--- config.mk ---
export PLATFORM = sky130hd
export DESIGN_NAME = svo_stream_sink
export DESIGN_NICKNAME = d
export VERILOG_FILES = /design/src/rtl/svo_stream_sink.sv
export SDC_FILE = /design/constraint.sdc
export NUM_CORES = 1
export LEC_CHECK = 0
export CAP_MARGIN = 20
export CORE_UTILIZATION = 61
export DETAILED_ROUTE_END_ITERATION = 8
export GPL_ROUTABILITY_DRIVEN = 0
export GPL_TIMING_DRIVEN = 1
export PLACE_DENSITY = 0.95
export RECOVER_POWER = 25
export SLEW_MARGIN = 20
export SYNTH_ARGS = -nofsm -noshare
export SYNTH_HDL_FRONTEND = slang
export SYNTH_SLANG_ARGS = --single-unit
--- constraint.sdc ---
create_clock -name clk -period 5 [get_ports clk]
set_input_delay 1.25 -clock clk [delete_from_list [all_inputs] [get_ports clk]]
set_output_delay 1.25 -clock clk [all_outputs]
set_load 0.01 [all_outputs]
--- src/rtl/svo_stream_sink.sv ---
// svo_stream_sink
//
// Consumer end of the SVO AXI-stream video pipeline. Locks to frame
// boundaries using the start-of-frame flag in tuser, tracks the pixel
// position, checks framing, and accumulates per-channel colour sums over
// each complete frame. It also generates periodic back-pressure so that
// sources are exercised under tready stalls.
//
// Ports:
//   clk              single clock
//   resetn           asynchronous active-low reset
//   in_axis_tvalid   source has a pixel
//   in_axis_tready   sink accepts (registered)
//   in_axis_tdata    pixel as {b, g, r}, r in the LSBs
//   in_axis_tuser    start of frame
//   frame_done       one-cycle pulse after the last beat of a full frame
//   frame_r/g/b_sum  channel sums of the last complete frame
//   frame_count      complete frames received, wraps at 16 bits
//   err_early_sof    one-cycle pulse: SOF seen away from (0,0)
//   err_missing_sof  one-cycle pulse: SOF absent at (0,0)
//   locked           high while in the ACTIVE state
module svo_stream_sink #(
  parameter int SVO_HOR_PIXELS     = 640,
  parameter int SVO_VER_PIXELS     = 480,
  parameter int SVO_BITS_PER_RED   = 8,
  parameter int SVO_BITS_PER_GREEN = 8,
  parameter int SVO_BITS_PER_BLUE  = 8,
  parameter int SVO_BITS_PER_PIXEL = 24,
  parameter int STALL_PERIOD       = 0,
  parameter int SUM_BITS           = 32
) (
  input  logic                          clk,
  input  logic                          resetn,
  input  logic                          in_axis_tvalid,
  output logic                          in_axis_tready,
  input  logic [SVO_BITS_PER_PIXEL-1:0] in_axis_tdata,
  input  logic                          in_axis_tuser,
  output logic                          frame_done,
  output logic [SUM_BITS-1:0]           frame_r_sum,
  output logic [SUM_BITS-1:0]           frame_g_sum,
  output logic [SUM_BITS-1:0]           frame_b_sum,
  output logic [15:0]                   frame_count,
  output logic                          err_early_sof,
  output logic                          err_missing_sof,
  output logic                          locked
);

  localparam int HW = (SVO_HOR_PIXELS > 1) ? $clog2(SVO_HOR_PIXELS) : 1;
  localparam int VW = (SVO_VER_PIXELS > 1) ? $clog2(SVO_VER_PIXELS) : 1;
  localparam int RB = SVO_BITS_PER_RED;
  localparam int GB = SVO_BITS_PER_GREEN;
  localparam int BB = SVO_BITS_PER_BLUE;

  typedef enum logic {
    SYNC   = 1'b0,
    ACTIVE = 1'b1
  } state_t;

  state_t state, state_nxt;

  logic [HW-1:0]       hcursor, hcursor_nxt, hcursor_base;
  logic [VW-1:0]       vcursor, vcursor_nxt, vcursor_base;
  logic [SUM_BITS-1:0] acc_r, acc_g, acc_b;
  logic [SUM_BITS-1:0] pix_r, pix_g, pix_b;

  logic accept, at_origin, at_last;
  logic do_load, do_add, do_early, do_missing;

  // Accumulation wraps modulo 2^SUM_BITS by construction.
  function automatic logic [SUM_BITS-1:0] acc_wrap_add(
    input logic [SUM_BITS-1:0] a,
    input logic [SUM_BITS-1:0] b
  );
    return a + b;
  endfunction

  assign pix_r = SUM_BITS'(in_axis_tdata[RB-1:0]);
  assign pix_g = SUM_BITS'(in_axis_tdata[RB+GB-1:RB]);
  assign pix_b = SUM_BITS'(in_axis_tdata[RB+GB+BB-1:RB+GB]);

  assign accept    = in_axis_tvalid && in_axis_tready;
  assign at_origin = (hcursor == '0) && (vcursor == '0);
  assign at_last   = (hcursor == HW'(SVO_HOR_PIXELS - 1)) &&
                     (vcursor == VW'(SVO_VER_PIXELS - 1));
  assign locked    = (state == ACTIVE);

  // ---------------------------------------------------------------------
  // Back-pressure: tready is registered from the next stall count, so it
  // is low exactly while the counter sits at STALL_PERIOD-1.
  // ---------------------------------------------------------------------
  generate
    if (STALL_PERIOD >= 2) begin : g_stall
      localparam int SW = $clog2(STALL_PERIOD);
      logic [SW-1:0] stall_cnt, stall_nxt;

      always_comb begin
        stall_nxt = stall_cnt + SW'(1);
        if (stall_cnt == SW'(STALL_PERIOD - 1)) stall_nxt = '0;
      end

      always_ff @(posedge clk or negedge resetn) begin
        if (!resetn) begin
          stall_cnt      <= '0;
          in_axis_tready <= 1'b0;
        end else begin
          stall_cnt      <= stall_nxt;
          in_axis_tready <= (stall_nxt != SW'(STALL_PERIOD - 1));
        end
      end
    end else begin : g_no_stall
      always_ff @(posedge clk or negedge resetn) begin
        if (!resetn) in_axis_tready <= 1'b0;
        else         in_axis_tready <= 1'b1;
      end
    end
  endgenerate

  // ---------------------------------------------------------------------
  // Frame-lock FSM: classifies each accepted beat.
  // ---------------------------------------------------------------------
  always_ff @(posedge clk or negedge resetn) begin
    if (!resetn) state <= SYNC;
    else         state <= state_nxt;
  end

  always_comb begin
    state_nxt  = state;
    do_load    = 1'b0;
    do_add     = 1'b0;
    do_early   = 1'b0;
    do_missing = 1'b0;
    if (accept) begin
      unique case (state)
        SYNC: begin
          if (in_axis_tuser) begin
            state_nxt = ACTIVE;
            do_load   = 1'b1;
          end
        end
        ACTIVE: begin
          if (in_axis_tuser && !at_origin) begin
            do_early = 1'b1;
            do_load  = 1'b1;
          end else if (!in_axis_tuser && at_origin) begin
            do_missing = 1'b1;
            state_nxt  = SYNC;
          end else if (at_origin) begin
            do_load = 1'b1;
          end else begin
            do_add = 1'b1;
          end
        end
        default: state_nxt = SYNC;
      endcase
    end
  end

  // Position advance; a loaded beat always counts as pixel (0,0).
  always_comb begin
    hcursor_base = do_load ? '0 : hcursor;
    vcursor_base = do_load ? '0 : vcursor;
    hcursor_nxt  = hcursor_base + HW'(1);
    vcursor_nxt  = vcursor_base;
    if (hcursor_base == HW'(SVO_HOR_PIXELS - 1)) begin
      hcursor_nxt = '0;
      vcursor_nxt = vcursor_base + VW'(1);
      if (vcursor_base == VW'(SVO_VER_PIXELS - 1)) vcursor_nxt = '0;
    end
  end

  // ---------------------------------------------------------------------
  // Position, accumulators and frame results.
  // ---------------------------------------------------------------------
  always_ff @(posedge clk or negedge resetn) begin
    if (!resetn) begin
      hcursor         <= '0;
      vcursor         <= '0;
      acc_r           <= '0;
      acc_g           <= '0;
      acc_b           <= '0;
      frame_r_sum     <= '0;
      frame_g_sum     <= '0;
      frame_b_sum     <= '0;
      frame_count     <= '0;
      frame_done      <= 1'b0;
      err_early_sof   <= 1'b0;
      err_missing_sof <= 1'b0;
    end else begin
      frame_done      <= do_add && at_last;
      err_early_sof   <= do_early;
      err_missing_sof <= do_missing;
      if (do_load) begin
        acc_r   <= pix_r;
        acc_g   <= pix_g;
        acc_b   <= pix_b;
        hcursor <= hcursor_nxt;
        vcursor <= vcursor_nxt;
      end else if (do_add) begin
        hcursor <= hcursor_nxt;
        vcursor <= vcursor_nxt;
        if (at_last) begin
          frame_r_sum <= acc_wrap_add(acc_r, pix_r);
          frame_g_sum <= acc_wrap_add(acc_g, pix_g);
          frame_b_sum <= acc_wrap_add(acc_b, pix_b);
          frame_count <= frame_count + 16'd1;
          acc_r       <= '0;
          acc_g       <= '0;
          acc_b       <= '0;
        end else begin
          acc_r <= acc_wrap_add(acc_r, pix_r);
          acc_g <= acc_wrap_add(acc_g, pix_g);
          acc_b <= acc_wrap_add(acc_b, pix_b);
        end
      end else if (do_missing) begin
        acc_r   <= '0;
        acc_g   <= '0;
        acc_b   <= '0;
        hcursor <= '0;
        vcursor <= '0;
      end
    end
  end

endmodule

# ---- Word-level counts from Yosys, hierarchy flattened
# Index checks and enable logic that the tools add are counted.
dict set report word_totals {
  reg_bits 232
  inputBits 28
}
dict set report op_classes {
  addsub 6
  n_eq_ne 4
  muxes 42
  bitwise_logic 2
  n_reduce_logical 12
}
# cell count
set ops {}
lappend ops {{32-bit two-way mux} 10}
lappend ops {{32-bit by 8-bit adder with 32-bit output} 3}
lappend ops {{9-bit two-way mux} 6}
lappend ops {{10-bit two-way mux} 5}
lappend ops {{10-bit == test, second input constant} 2}
lappend ops {{1-bit two-way mux} 19}
lappend ops {{9-bit == test, second input constant} 2}
lappend ops {{16-bit by 1-bit adder with 16-bit output, second input constant} 1}
lappend ops {{10-bit by 1-bit adder with 10-bit output, second input constant} 1}
lappend ops {{10-bit logical NOT} 1}
lappend ops {{9-bit by 1-bit adder with 9-bit output, second input constant} 1}
lappend ops {{9-bit logical NOT} 1}
lappend ops {{1-bit logical AND} 6}
lappend ops {{1-bit case mux with 2 select lines} 2}
lappend ops {{3-bit AND reduction} 1}
lappend ops {{3-bit nonzero test} 1}
lappend ops {{1-bit logical NOT} 2}
lappend ops {{1-bit inverter} 2}

# ---- Depth between registers and ports, before layout
dict set report depth {
  word_depth 13
  depth_mapped 11
  mapped_depth_nobuf 9
}

# ---- Worst setup path after synthesis
# No wires, ideal clock.
dict set report synth_path {
  kind {input to register}
  startpoint {input in_axis_tdata[0]}
  endpoint {register frame_r_sum[24]}
  setup_time_ps 118
  arrival_time_ps 3188
  t_required_ps 4882
  setup_slack_ps 1694
  path_stages 9
  path_buffers 1
  cell_sequence {ha_1 -> fa_1 -> a211o_1 -> a211oi_1 -> nor3_1 -> clkbuf_1 -> a21oi_1 -> a311oi_2 -> a21o_1}
}
dict set report synth_via {
  elab_chain_len 1
}
# element line_no
set synth_rtl {}
lappend synth_rtl {{start: declaration} 36} ;# input logic [SVO_BITS_PER_PIXEL-1:0] in_axis_tdata,
lappend synth_rtl {{32-bit by 8-bit adder with 32-bit output} 74} ;# return a + b;
lappend synth_rtl {{end signal: assignment} 202} ;# frame_r_sum <= acc_wrap_add(acc_r, pix_r);
lappend synth_rtl {{end: declaration} 39} ;# output logic [SUM_BITS-1:0] frame_r_sum,
# Every way passes these cells.
# A chain may end at the register's enable or synchronous reset.

# ---- Worst setup path in the final report
dict set report layout_path {
  startpoint {input in_axis_tdata[8]}
  endpoint {register frame_g_sum[22]}
}
dict set report layout_via {
  elab_chain_len 1
}
# element line_no
set layout_rtl {}
lappend layout_rtl {{32-bit by 8-bit adder with 32-bit output} 74}
lappend layout_rtl {{end signal: assignment} 203} ;# frame_g_sum <= acc_wrap_add(acc_g, pix_g);
lappend layout_rtl {{end: declaration} 40} ;# output logic [SUM_BITS-1:0] frame_g_sum,
# Every way passes these cells.

==> impl_metrics.json <==
{
  "use_met3": 0.0516,
  "p_comb_frac": 0.233,
  "cts_tree": "done",
  "grt-busiest-layer": "met2",
  "synth_area_leaders": "dfrtp_1, nand2_1, o21ai_0",
  "worstPathRequired_ns": 5.40,
  "clock-sinks": 232,
  "root_buffer": "clkbuf_16",
  "path_cells": "clkdlybuf4s50_1, ha_1, fa_1, a211oi_1, o21ai_0, a221o_1, nand4_1, xnor2_1, mux2_2",
  "post-route-min-period_ns": 3.70,
  "grt_max_degree": 109,
  "min_period_over_period": 0.740,
  "portBuffers": 144,
  "cts_hold_buffers": 0,
  "r2r_start": "hcursor[6]",
  "worstHoldStart": "frame_count[15]",
  "finalHoldViolCount": 0,
  "postLayoutCoreUtil": 0.756,
  "grtUsageTotal": 0.325,
  "die_h_um": 144,
  "r2r_setup_slack_ns": 2.09,
  "powerDensity_nw_per_um2": 361,
  "post-cts-setup-buffers": 0,
  "route.detailed.drc": 0,
  "ys_top_cells_by_count": "dfrtp_1, nand2_1, o21ai_0",
  "synth_cells": 1316,
  "peakVddDrop_v": 0.000288,
  "hold_depth": 1,
  "drtAntennaViolNets": 0,
  "maxSlewViolCount": 84,
  "syn_avg_cell_area_um2": 9.28,
  "fp.dieArea_um2": 20600,
  "violations": "capacitance limit, slew limit",
  "yosysTopAreaCell": "dfrtp_1",
  "yosysWarnings": 0,
  "slew_headroom": -0.361,
  "dp_hpwl_um": 21300,
  "grt_pass1_wl_um": 53300,
  "start_kind": "primary input",
  "avgRoutedWirePerCell_um": 18.8,
  "synth_cell_types": 68,
  "yosys_most_used_dff": "dfrtp_1",
  "syn-num-nets": 1374,
  "drive_above_1_share": 0.0640,
  "rsz0062_at_grt": "false",
  "async_reset_ff_frac": 1.00,
  "area_delta_synth_final_pct": 20.8,
  "crit_type": "in -> reg",
  "pre_cts_slack_ns": 0.838,
  "yosysMostFrequentCell": "dfrtp_1",
  "cts_buffers": 25,
  "yosys.area_share.adder": 0.0326,
  "sequentialPowerShare": 0.398,
  "startpoint": "in_axis_tdata[8]",
  "vias_per_cell": 6.37,
  "core_um2": 19500,
  "netlist_area_um2": 12200,
  "ys_seq_elements": 232,
  "synthMuxAreaShare": 0.00522,
  "rows": 51,
  "setup_viol": 0,
  "synth_seq_area_share": 0.475,
  "sw_frac_of_total": 0.314,
  "setup_slack_ns": 1.30,
  "worstHoldEndpoint": "frame_count[15]",
  "slowest_stage": "a221o_1",
  "r2r_cells": 8,
  "insertedDiodeCount": 0,
  "p_sw_mw": 1.68,
  "synth_compound_area_frac": 0.188,
  "overflow": 0,
  "start_util": 0.626,
  "maxCapViolCount": 1,
  "max_freq_ghz": 0.270,
  "p_leak_nw": 6.20,
  "die_w_um": 144,
  "htreeDepth": 1,
  "grt_pass1_vias": 10700,
  "met1_usage": 0.414,
  "routed_wl_um": 32400,
  "cts.repair.resized": 0,
  "synth_top_family_by_area": "compound AO/OA/AOI/OAI gates",
  "antenna_found_initial": 0,
  "intPower_mw": 3.66,
  "power_mw": 5.33,
  "synth_xor_area_frac": 0.0753,
  "dr.pass1.iters": 5,
  "status": "finished, violations left",
  "power.share.clock": 0.369,
  "via_count": 10900,
  "cp.arrival_ns": 4.10,
  "synth-simple-area-share": 0.184,
  "cpPeakStageDelay_ns": 0.64,
  "reg2reg_to": "acc_g[16]",
  "layout.nets": 1492,
  "worstHoldPathType": "reg -> reg",
  "worst-path-max-fanout": 16,
  "io_pins": 145,
  "synth_edf_count": 0,
  "grtUsageMet2": 0.551,
  "tns_ns": 0,
  "path_clk_slew_ns": 0.06,
  "end_kind": "flop",
  "cts.path.max_buffers": 3,
  "synth_top_area_frac": 0.475,
  "drt_iter0_drc": 958,
  "finalClockSkew_ns": 0.0143,
  "worstSkewPairLatency_ns": 0.53,
  "tightest_slew_ns": 2.04
}
placed cells by master (no fill, tap or decap), drive strengths merged, types with 15 or more instances in the layout:
master / count
dfrtp: 232
nand2: 186
o21ai: 151
clkdlybuf4s50: 143
a21oi: 78
xnor2: 64
nand3: 64
a31oi: 58
inv: 43
xor2: 41
nor2: 39
or3: 35
clkbuf: 33
nand4: 32
ha: 27
and3: 26
buf: 20
a22oi: 19
and2: 16
nor3: 15
power groups by stage:
| stage | combinational (mW) | sequential [mW] | clock [mW] |
|---|---|---|---|
| after floorplan | 0.896 | 2.11 | 0 |
| after global placement | 1.14 | 2.14 | 0 |
| after detailed placement | 1.20 | 2.15 | 0 |
| after CTS | 1.23 | 2.12 | 1.98 |
| after global routing | 1.37 | 2.14 | 2.05 |
| final | 1.24 | 2.12 | 1.97 |
cell families after synthesis:
family	Yosys count
xor+xnor	105
fa+ha+maj	30
other cells	1
flops	232
simple gates	447
mux	6
compound gates	380
buf+inv	115
worst max path at each step:
stage | to | slack [ns] | cells past startpoint
after global routing | vcursor[4] | 1.17 | 10
after CTS | frame_g_sum[22] | 1.36 | 9
after detailed placement | frame_g_sum[22] | 0.84 | 9
after floorplan | frame_r_sum[24] | 1.69 | 9
final | frame_g_sum[22] | 1.30 | 9
after global placement | frame_g_sum[22] | 0.93 | 9
worst max-delay path, delay by kind of cell:
family	cells	cell delay, ns
mux	1	0.27
simple gates	1	0.28
buf+inv	1	0.49
compound gates	3	1.11
fa+ha+maj	2	0.49
xor+xnor	1	0.20
state kept, by name, summed over array words and instances (netlist names):
register         flops
acc_b               32
err_missing_sof      1
acc_g               32
frame_done           1
frame_g_sum         32
frame_b_sum         32
in_axis_tready       1
frame_r_sum         32
acc_r               32
locked               1
vcursor              9
frame_count         16
err_early_sof        1
hcursor             10
layer usage:
metal  share of wire  vias up
met3           0.072      103
met1            0.40     5331
met4           0.038        0
li1                -     4966
met2            0.49      541
met5               0        -
metrics by stage:
step	area, um2	cells	hold slack (ns)
after floorplan	12200	1316	0.466
after global placement	13900	1671	0.452
after detailed placement	13900	1672	0.460
after CTS	14800	1718	0.478
after global routing	14800	1718	0.495
final	14800	1718	0.475
cell type report:
cell class / instances / area, um2
multi-input combinational: 969 / 5960
tap: 265 / 332
timing repair buffer: 164 / 1630
clock inverter: 14 / 189
sequential: 232 / 5810
clock buffer: 32 / 692
fill: 1304 / 4770
inverter: 42 / 158
(Power assumes the default switching activity.)
